`config.mk`:
```
export PLATFORM = sky130hd
export DESIGN_NAME = intr_ctrl_flat
export DESIGN_NICKNAME = d
export VERILOG_FILES = /design/src/rtl/intr_ctrl_if.sv /design/src/rtl/intr_ctrl.sv /design/src/flat_wrapper.sv
export SDC_FILE = /design/constraint.sdc
export NUM_CORES = 1
export LEC_CHECK = 0
export CAP_MARGIN = 25
export CORE_AREA = 2 2 58 60
export CTS_BUF_LIST = sky130_fd_sc_hd__clkbuf_4
export DETAILED_ROUTE_END_ITERATION = 8
export DIE_AREA = 0 0 60 62
export SETUP_SLACK_MARGIN = 0.02
export SLEW_MARGIN = 20
export SYNTH_ARGS = -nofsm -noshare
export SYNTH_HDL_FRONTEND = slang
export SYNTH_SLANG_ARGS = --single-unit
```
`constraint.sdc`:
```
create_clock -name CLK -period 1.5 [get_ports CLK]
set_input_delay 0.375 -clock CLK [delete_from_list [all_inputs] [get_ports CLK]]
set_output_delay 0.375 -clock CLK [all_outputs]
set_load 0.05 [all_outputs]
```
`src/rtl/intr_ctrl_if.sv`:
```
// intr_ctrl_if: bundles the IRQ pins, CPU/CSR handshake and mask/status
// signals of the interrupt controller.
//   master: CPU/CSR/board side (drives IRQ, CSR_ME, INSTR_BOUNDARY, MRET, mask write)
//   slave : intr_ctrl (drives INT_TAKEN, INT_ID, PENDING, MASK, IN_SERVICE)
interface intr_ctrl_if #(
  parameter int NUM_SRC = 4
);
  localparam int IDW = (NUM_SRC > 1) ? $clog2(NUM_SRC) : 1;

  logic [NUM_SRC-1:0] IRQ;
  logic               CSR_ME;
  logic               INSTR_BOUNDARY;
  logic               MRET;
  logic               MASK_WE;
  logic [NUM_SRC-1:0] MASK_WD;
  logic               INT_TAKEN;
  logic [IDW-1:0]     INT_ID;
  logic [NUM_SRC-1:0] PENDING;
  logic [NUM_SRC-1:0] MASK;
  logic               IN_SERVICE;

  modport master (
    output IRQ, CSR_ME, INSTR_BOUNDARY, MRET, MASK_WE, MASK_WD,
    input  INT_TAKEN, INT_ID, PENDING, MASK, IN_SERVICE
  );

  modport slave (
    input  IRQ, CSR_ME, INSTR_BOUNDARY, MRET, MASK_WE, MASK_WD,
    output INT_TAKEN, INT_ID, PENDING, MASK, IN_SERVICE
  );
endinterface

```
`src/rtl/intr_ctrl.sv`:
```
// intr_ctrl: multi-source interrupt controller sequencing trap entry.
// Synchronizes IRQ lines, latches pending (edge or level), applies mask and
// fixed lowest-index-first priority, raises INT_TAKEN at an instruction
// boundary while CSR_ME is set, and tracks in-service state until MRET.
// Ports:
//   CLK   - system clock, rising edge
//   RESET - synchronous active-high reset
//   bus   - intr_ctrl_if.slave (IRQ, CSR_ME, INSTR_BOUNDARY, MRET, MASK_WE,
//           MASK_WD in; INT_TAKEN, INT_ID, PENDING, MASK, IN_SERVICE out)
module intr_ctrl #(
  parameter int NUM_SRC = 4,
  parameter bit EDGE    = 1'b1
) (
  input logic       CLK,
  input logic       RESET,
  intr_ctrl_if.slave bus
);
  localparam int IDW = (NUM_SRC > 1) ? $clog2(NUM_SRC) : 1;

  typedef enum logic [1:0] {
    ST_IDLE,
    ST_SERVICE,
    ST_RETURN
  } state_t;

  state_t             state_q, state_d;
  logic [NUM_SRC-1:0] s1_q, s1_d;
  logic [NUM_SRC-1:0] s2_q, s2_d;
  logic [NUM_SRC-1:0] s3_q, s3_d;
  logic [NUM_SRC-1:0] pending_q, pending_d;
  logic [NUM_SRC-1:0] mask_q, mask_d;
  logic [IDW-1:0]     int_id_q, int_id_d;

  logic [NUM_SRC-1:0] elig;
  logic [NUM_SRC-1:0] rise;
  logic [NUM_SRC-1:0] clr;
  logic [IDW-1:0]     prio_id;
  logic               any_elig;
  logic               take;
  logic               in_service;

  // Lowest eligible index wins.
  always_comb begin
    elig     = pending_q & mask_q;
    prio_id  = '0;
    any_elig = 1'b0;
    for (int unsigned i = 0; i < NUM_SRC; i++) begin
      if (elig[i] && !any_elig) begin
        prio_id  = IDW'(i);
        any_elig = 1'b1;
      end
    end
  end

  always_comb begin
    state_d    = state_q;
    int_id_d   = int_id_q;
    take       = 1'b0;
    in_service = 1'b0;
    case (state_q)
      ST_IDLE: begin
        if (any_elig && bus.CSR_ME && bus.INSTR_BOUNDARY) begin
          take     = 1'b1;
          int_id_d = prio_id;
          state_d  = ST_SERVICE;
        end
      end
      ST_SERVICE: begin
        in_service = 1'b1;
        if (bus.MRET) state_d = ST_RETURN;
      end
      ST_RETURN: state_d = ST_IDLE;
      default:   state_d = ST_IDLE;
    endcase
  end

  // Set wins over clear when both hit the same bit: rise is OR-ed in last.
  always_comb begin
    s1_d = bus.IRQ;
    s2_d = s1_q;
    s3_d = s2_q;
    rise = s2_q & ~s3_q;
    clr  = '0;
    for (int unsigned i = 0; i < NUM_SRC; i++) begin
      clr[i] = take && (prio_id == IDW'(i));
    end
    if (EDGE) pending_d = (pending_q & ~clr) | rise;
    else      pending_d = s2_q;
    mask_d = bus.MASK_WE ? bus.MASK_WD : mask_q;
  end

  always_ff @(posedge CLK) begin
    if (RESET) begin
      state_q   <= ST_IDLE;
      s1_q      <= '0;
      s2_q      <= '0;
      s3_q      <= '0;
      pending_q <= '0;
      mask_q    <= '1;
      int_id_q  <= '0;
    end else begin
      state_q   <= state_d;
      s1_q      <= s1_d;
      s2_q      <= s2_d;
      s3_q      <= s3_d;
      pending_q <= pending_d;
      mask_q    <= mask_d;
      int_id_q  <= int_id_d;
    end
  end

  assign bus.INT_TAKEN  = take;
  assign bus.INT_ID     = take ? prio_id : int_id_q;
  assign bus.PENDING    = pending_q;
  assign bus.MASK       = mask_q;
  assign bus.IN_SERVICE = in_service;
endmodule

```
`src/flat_wrapper.sv`:
```
// flat-port wrapper written by rule: the top's interface ports become plain ports
module intr_ctrl_flat 
#(
  parameter int NUM_SRC = 4,
  parameter bit EDGE    = 1'b1
)
  (CLK, RESET, bus_IRQ, bus_CSR_ME, bus_INSTR_BOUNDARY, bus_MRET, bus_MASK_WE, bus_MASK_WD, bus_INT_TAKEN, bus_INT_ID, bus_PENDING, bus_MASK, bus_IN_SERVICE);
  intr_ctrl_if #(.NUM_SRC(NUM_SRC)) bus_i ();
  input logic CLK;
  input logic RESET;
  input wire logic [$bits(bus_i.IRQ)-1:0] bus_IRQ;
  input wire logic [$bits(bus_i.CSR_ME)-1:0] bus_CSR_ME;
  input wire logic [$bits(bus_i.INSTR_BOUNDARY)-1:0] bus_INSTR_BOUNDARY;
  input wire logic [$bits(bus_i.MRET)-1:0] bus_MRET;
  input wire logic [$bits(bus_i.MASK_WE)-1:0] bus_MASK_WE;
  input wire logic [$bits(bus_i.MASK_WD)-1:0] bus_MASK_WD;
  output wire logic [$bits(bus_i.INT_TAKEN)-1:0] bus_INT_TAKEN;
  output wire logic [$bits(bus_i.INT_ID)-1:0] bus_INT_ID;
  output wire logic [$bits(bus_i.PENDING)-1:0] bus_PENDING;
  output wire logic [$bits(bus_i.MASK)-1:0] bus_MASK;
  output wire logic [$bits(bus_i.IN_SERVICE)-1:0] bus_IN_SERVICE;
  assign bus_i.IRQ = bus_IRQ;
  assign bus_i.CSR_ME = bus_CSR_ME;
  assign bus_i.INSTR_BOUNDARY = bus_INSTR_BOUNDARY;
  assign bus_i.MRET = bus_MRET;
  assign bus_i.MASK_WE = bus_MASK_WE;
  assign bus_i.MASK_WD = bus_MASK_WD;
  assign bus_INT_TAKEN = bus_i.INT_TAKEN;
  assign bus_INT_ID = bus_i.INT_ID;
  assign bus_PENDING = bus_i.PENDING;
  assign bus_MASK = bus_i.MASK;
  assign bus_IN_SERVICE = bus_i.IN_SERVICE;
  intr_ctrl #(.NUM_SRC(NUM_SRC), .EDGE(EDGE)) u_core (.CLK(CLK), .RESET(RESET), .bus(bus_i));
endmodule
```
==> results of run 1 <==
==> sequential cells by signal, summed over array words and instances (netlist names) <==
signal	cells
u_core.bus.MASK	4
u_core.bus.PENDING	4
u_core.s1_q	4
u_core.s2_q	4
u_core.s3_q	4
u_core.int_id_q	2
u_core.state_q	2
==> cell usage in the layout (no fill, tap or decap), types with 2 or more instances in the layout <==
master and instances:
a22o_4 2, clkdlybuf4s50_1 11, a21bo_2 2, a21oi_1 4
a211oi_2 2, buf_12 12, nand2b_1 4, dfxtp_4 4
nor2b_1 13, dlygate4sd2_1 2, dfxtp_1 15, nand2_1 5
mux2i_1 2, clkbuf_4 3, o31ai_1 2, buf_4 9
a21oi_4 4, inv_1 3, o21ai_0 2, dfxtp_2 5
o211ai_1 2
==> through the flow <==
step                      instances  utilization, %  setup slack [ns]
after floorplan                  82               -            0.0145
after global placement          157            43.8            -0.421
after detailed placement        157            43.8            -0.450
after CTS                       163            46.6            -0.295
after global routing            164            47.1            -0.364
final                           164            47.1            -0.287
==> report_power, final <==
part           internal, µW  switching, µW  leakage [µW]
sequential              665           31.3      0.000199
combinational           163            137      0.000376
clock                   270            191     0.0000279
total                  1100            358      0.000603
==> synthesized netlist by cell type <==
master / n / area [µm²]
a211oi_2: 2 / 25.0
a21bo_2: 2 / 20.0
a21oi_1: 6 / 30.0
a21oi_2: 2 / 17.5
a22o_1: 2 / 17.5
a22o_4: 1 / 17.5
a32o_1: 1 / 10.0
and3_1: 1 / 6.26
and4bb_1: 1 / 12.5
buf_2: 1 / 5.00
buf_4: 1 / 7.51
clkbuf_1: 1 / 3.75
dfxtp_1: 24 / 480
inv_1: 3 / 11.3
mux2i_1: 2 / 20.0
nand2_1: 5 / 18.8
nand2b_1: 4 / 25.0
nand4bb_1: 1 / 11.3
nor2b_1: 14 / 87.6
o211ai_1: 2 / 15.0
o21a_1: 2 / 15.0
o21ai_0: 2 / 10.0
o31ai_1: 2 / 15.0
==> logic make-up after synthesis <==
kind of cell    after synthesis  share of synthesized area, %
mux                           2                          2.27
simple gates                 26                          18.3
buf+inv                       6                          3.12
flops                        24                          54.5
compound gates               24                          21.8
==> worst max-delay path, cell delays in order, from the launching register on <==
cell and delay (ns):
dfxtp_2 0.34, and4bb_4 0.39, a21oi_4 0.08, a21oi_4 0.14, buf_12 0.15
==> routing by layer <==
metal,vias up,track usage (%)
met3,2,2.28
met1,338,13.8
li1,359,-
met2,18,19.9
met5,-,0
met4,0,4.76
==> area by class of cell <==
class	count	area, µm²
Multi-Input combinational cell	52	429
Timing Repair Buffer	35	447
Clock buffer	3	22.5
Clock inverter	1	30.0
Sequential cell	24	502
Inverter	3	11.3
Fill cell	308	1680
Tap cell	46	57.6
==> worst max-delay path by stage <==
stage                     slack (ns)                           start            end  cells past startpoint
after floorplan                 0.01              bus_INSTR_BOUNDARY  bus_INT_ID[0]                      4
after global placement         -0.42              bus_INSTR_BOUNDARY  bus_INT_ID[0]                      5
after detailed placement       -0.45              bus_INSTR_BOUNDARY  bus_INT_ID[0]                      5
after CTS                      -0.29  u_core.state_q[0]$_SDFFE_PP0P_  bus_INT_ID[0]                      4
after global routing           -0.36  u_core.state_q[0]$_SDFFE_PP0P_  bus_INT_ID[1]                      4
final                          -0.29  u_core.state_q[0]$_SDFFE_PP0P_  bus_INT_ID[0]                      4
==> what timing repair did <==
action | 4_1_cts | 5_1_grt
endpoints found under the setup margin | 4 | 4
pin swaps | 2 | 1
endpoints found under the hold margin | 0 | 0
resized for setup | 8 | 2
buffers inserted | 2 | 1
==> impl_metrics.tcl, run 1 <==
set metrics [dict create \
    status "finished, violations left" \
    violations "setup timing" \
    path_max_fanout 4 \
    dp_hpwl_um 1430 \
    synth_nets 96 \
    avgSynthCellArea_um2 10.8 \
    top_layer_used "met4" \
    cts_hold_buf 0 \
    place_area_mm2 0.00139 \
    n_antenna_cell 0 \
    final_hold_viol_count 0 \
    firstDrtPassIters 4 \
    final_antenna_net_count 0 \
    wl_met2_um 935 \
    core_area_mm2 0.00318 \
    leakage_uw 0.000603 \
    whs_endpoint "u_core.s2_q[2]$_SDFF_PP0_" \
    hold_class "reg -> reg" \
    syn2layout_area_growth_pct 69.9 \
    rsz0062_at_grt "yes" \
    initial_utilization_pct 27.7 \
    worstSetupStartpointType "register" \
    ys_seq_elements 24 \
    worst_pin_slew_ns 0.222 \
    grt_overflow 0 \
    timing.slew.headroom_pct 85.1 \
    clock-sinks 24 \
    hp-start "u_core.s1_q[2]$_SDFF_PP0_" \
    synth.distinct_cells 23 \
    drt_iter0_drc 10 \
    reg2reg_depth 6 \
    setup_ws_ns -0.287 \
    critical_path_class "reg -> out" \
    io-pin-count 26 \
    fin_crit_ns 1.79 \
    grt_pass1_wl_um 3130 \
    antenna_found_initial 0 \
    die_height_um 62 \
    clockBufferDepth 2 \
    die_w_um 60 \
    r2r_start "u_core.state_q[0]$_SDFFE_PP0P_" \
    tritoncts "built" \
    synthCells 82 \
    min_path_cells 1 \
    drive_gt1_share_pct 41.5 \
    setup_viol 3 \
    rrSetupSlack_ns 0.07 \
    gp_congestion 0.754 \
    tns_ns -0.821 \
    track_usage_pct 11.4 \
    endpoint_kind "output port" \
    maxCapViolCount 0 \
    fin_skew_ns 0.00570 \
    routedWlPerCell_um 11.3 \
    drc_errors 0 \
    die_area_mm2 0.00372 \
    required_ns 1.12 \
    routed_via_density 4.37 \
    nets 133 \
    holdWs_ns 0.458 \
    p_per_area_mw_per_mm2 972 \
    port_buffers 25 \
    maxSlewViolCount 0 \
    routed_wirelength_um 1860 \
    wl_met1_um 808 \
    syn_area_um2 882 \
    rows 21 \
    power_uw 1460 \
    grt_max_degree 15 \
    clock.fmax_mhz 560 \
    numCtsBuffers 3 \
    period_share_pct 119 \
    clock_tree.root_cell "clkbuf_4" \
    cp_data_arrival_time_ns 1.41 \
    clk_pin_slew_ns 0.13 \
    clock_latency_ns 0.31 \
    final_cell_area_mm2 0.00150 \
    cts.htree.levels 1 \
    ys_warn_count 0 \
    wl_met3_um 104 \
    r2r-end "u_core.int_id_q[0]$_SDFFE_PP0P_" \
    first_global_vias 684 \
    vias 717 \
    ir_drop_v 0.000430 \
    ys_seq_area_share_pct 54.5 \
]
Power figures use the tool's default switching activity.
==> inputs of run 2 (changes only) <==
GPL_ROUTABILITY_DRIVEN = 1   (was default)
==> results of run 2 <==
Same layout as run 1: the final DEF is identical, and so are final timing and power.
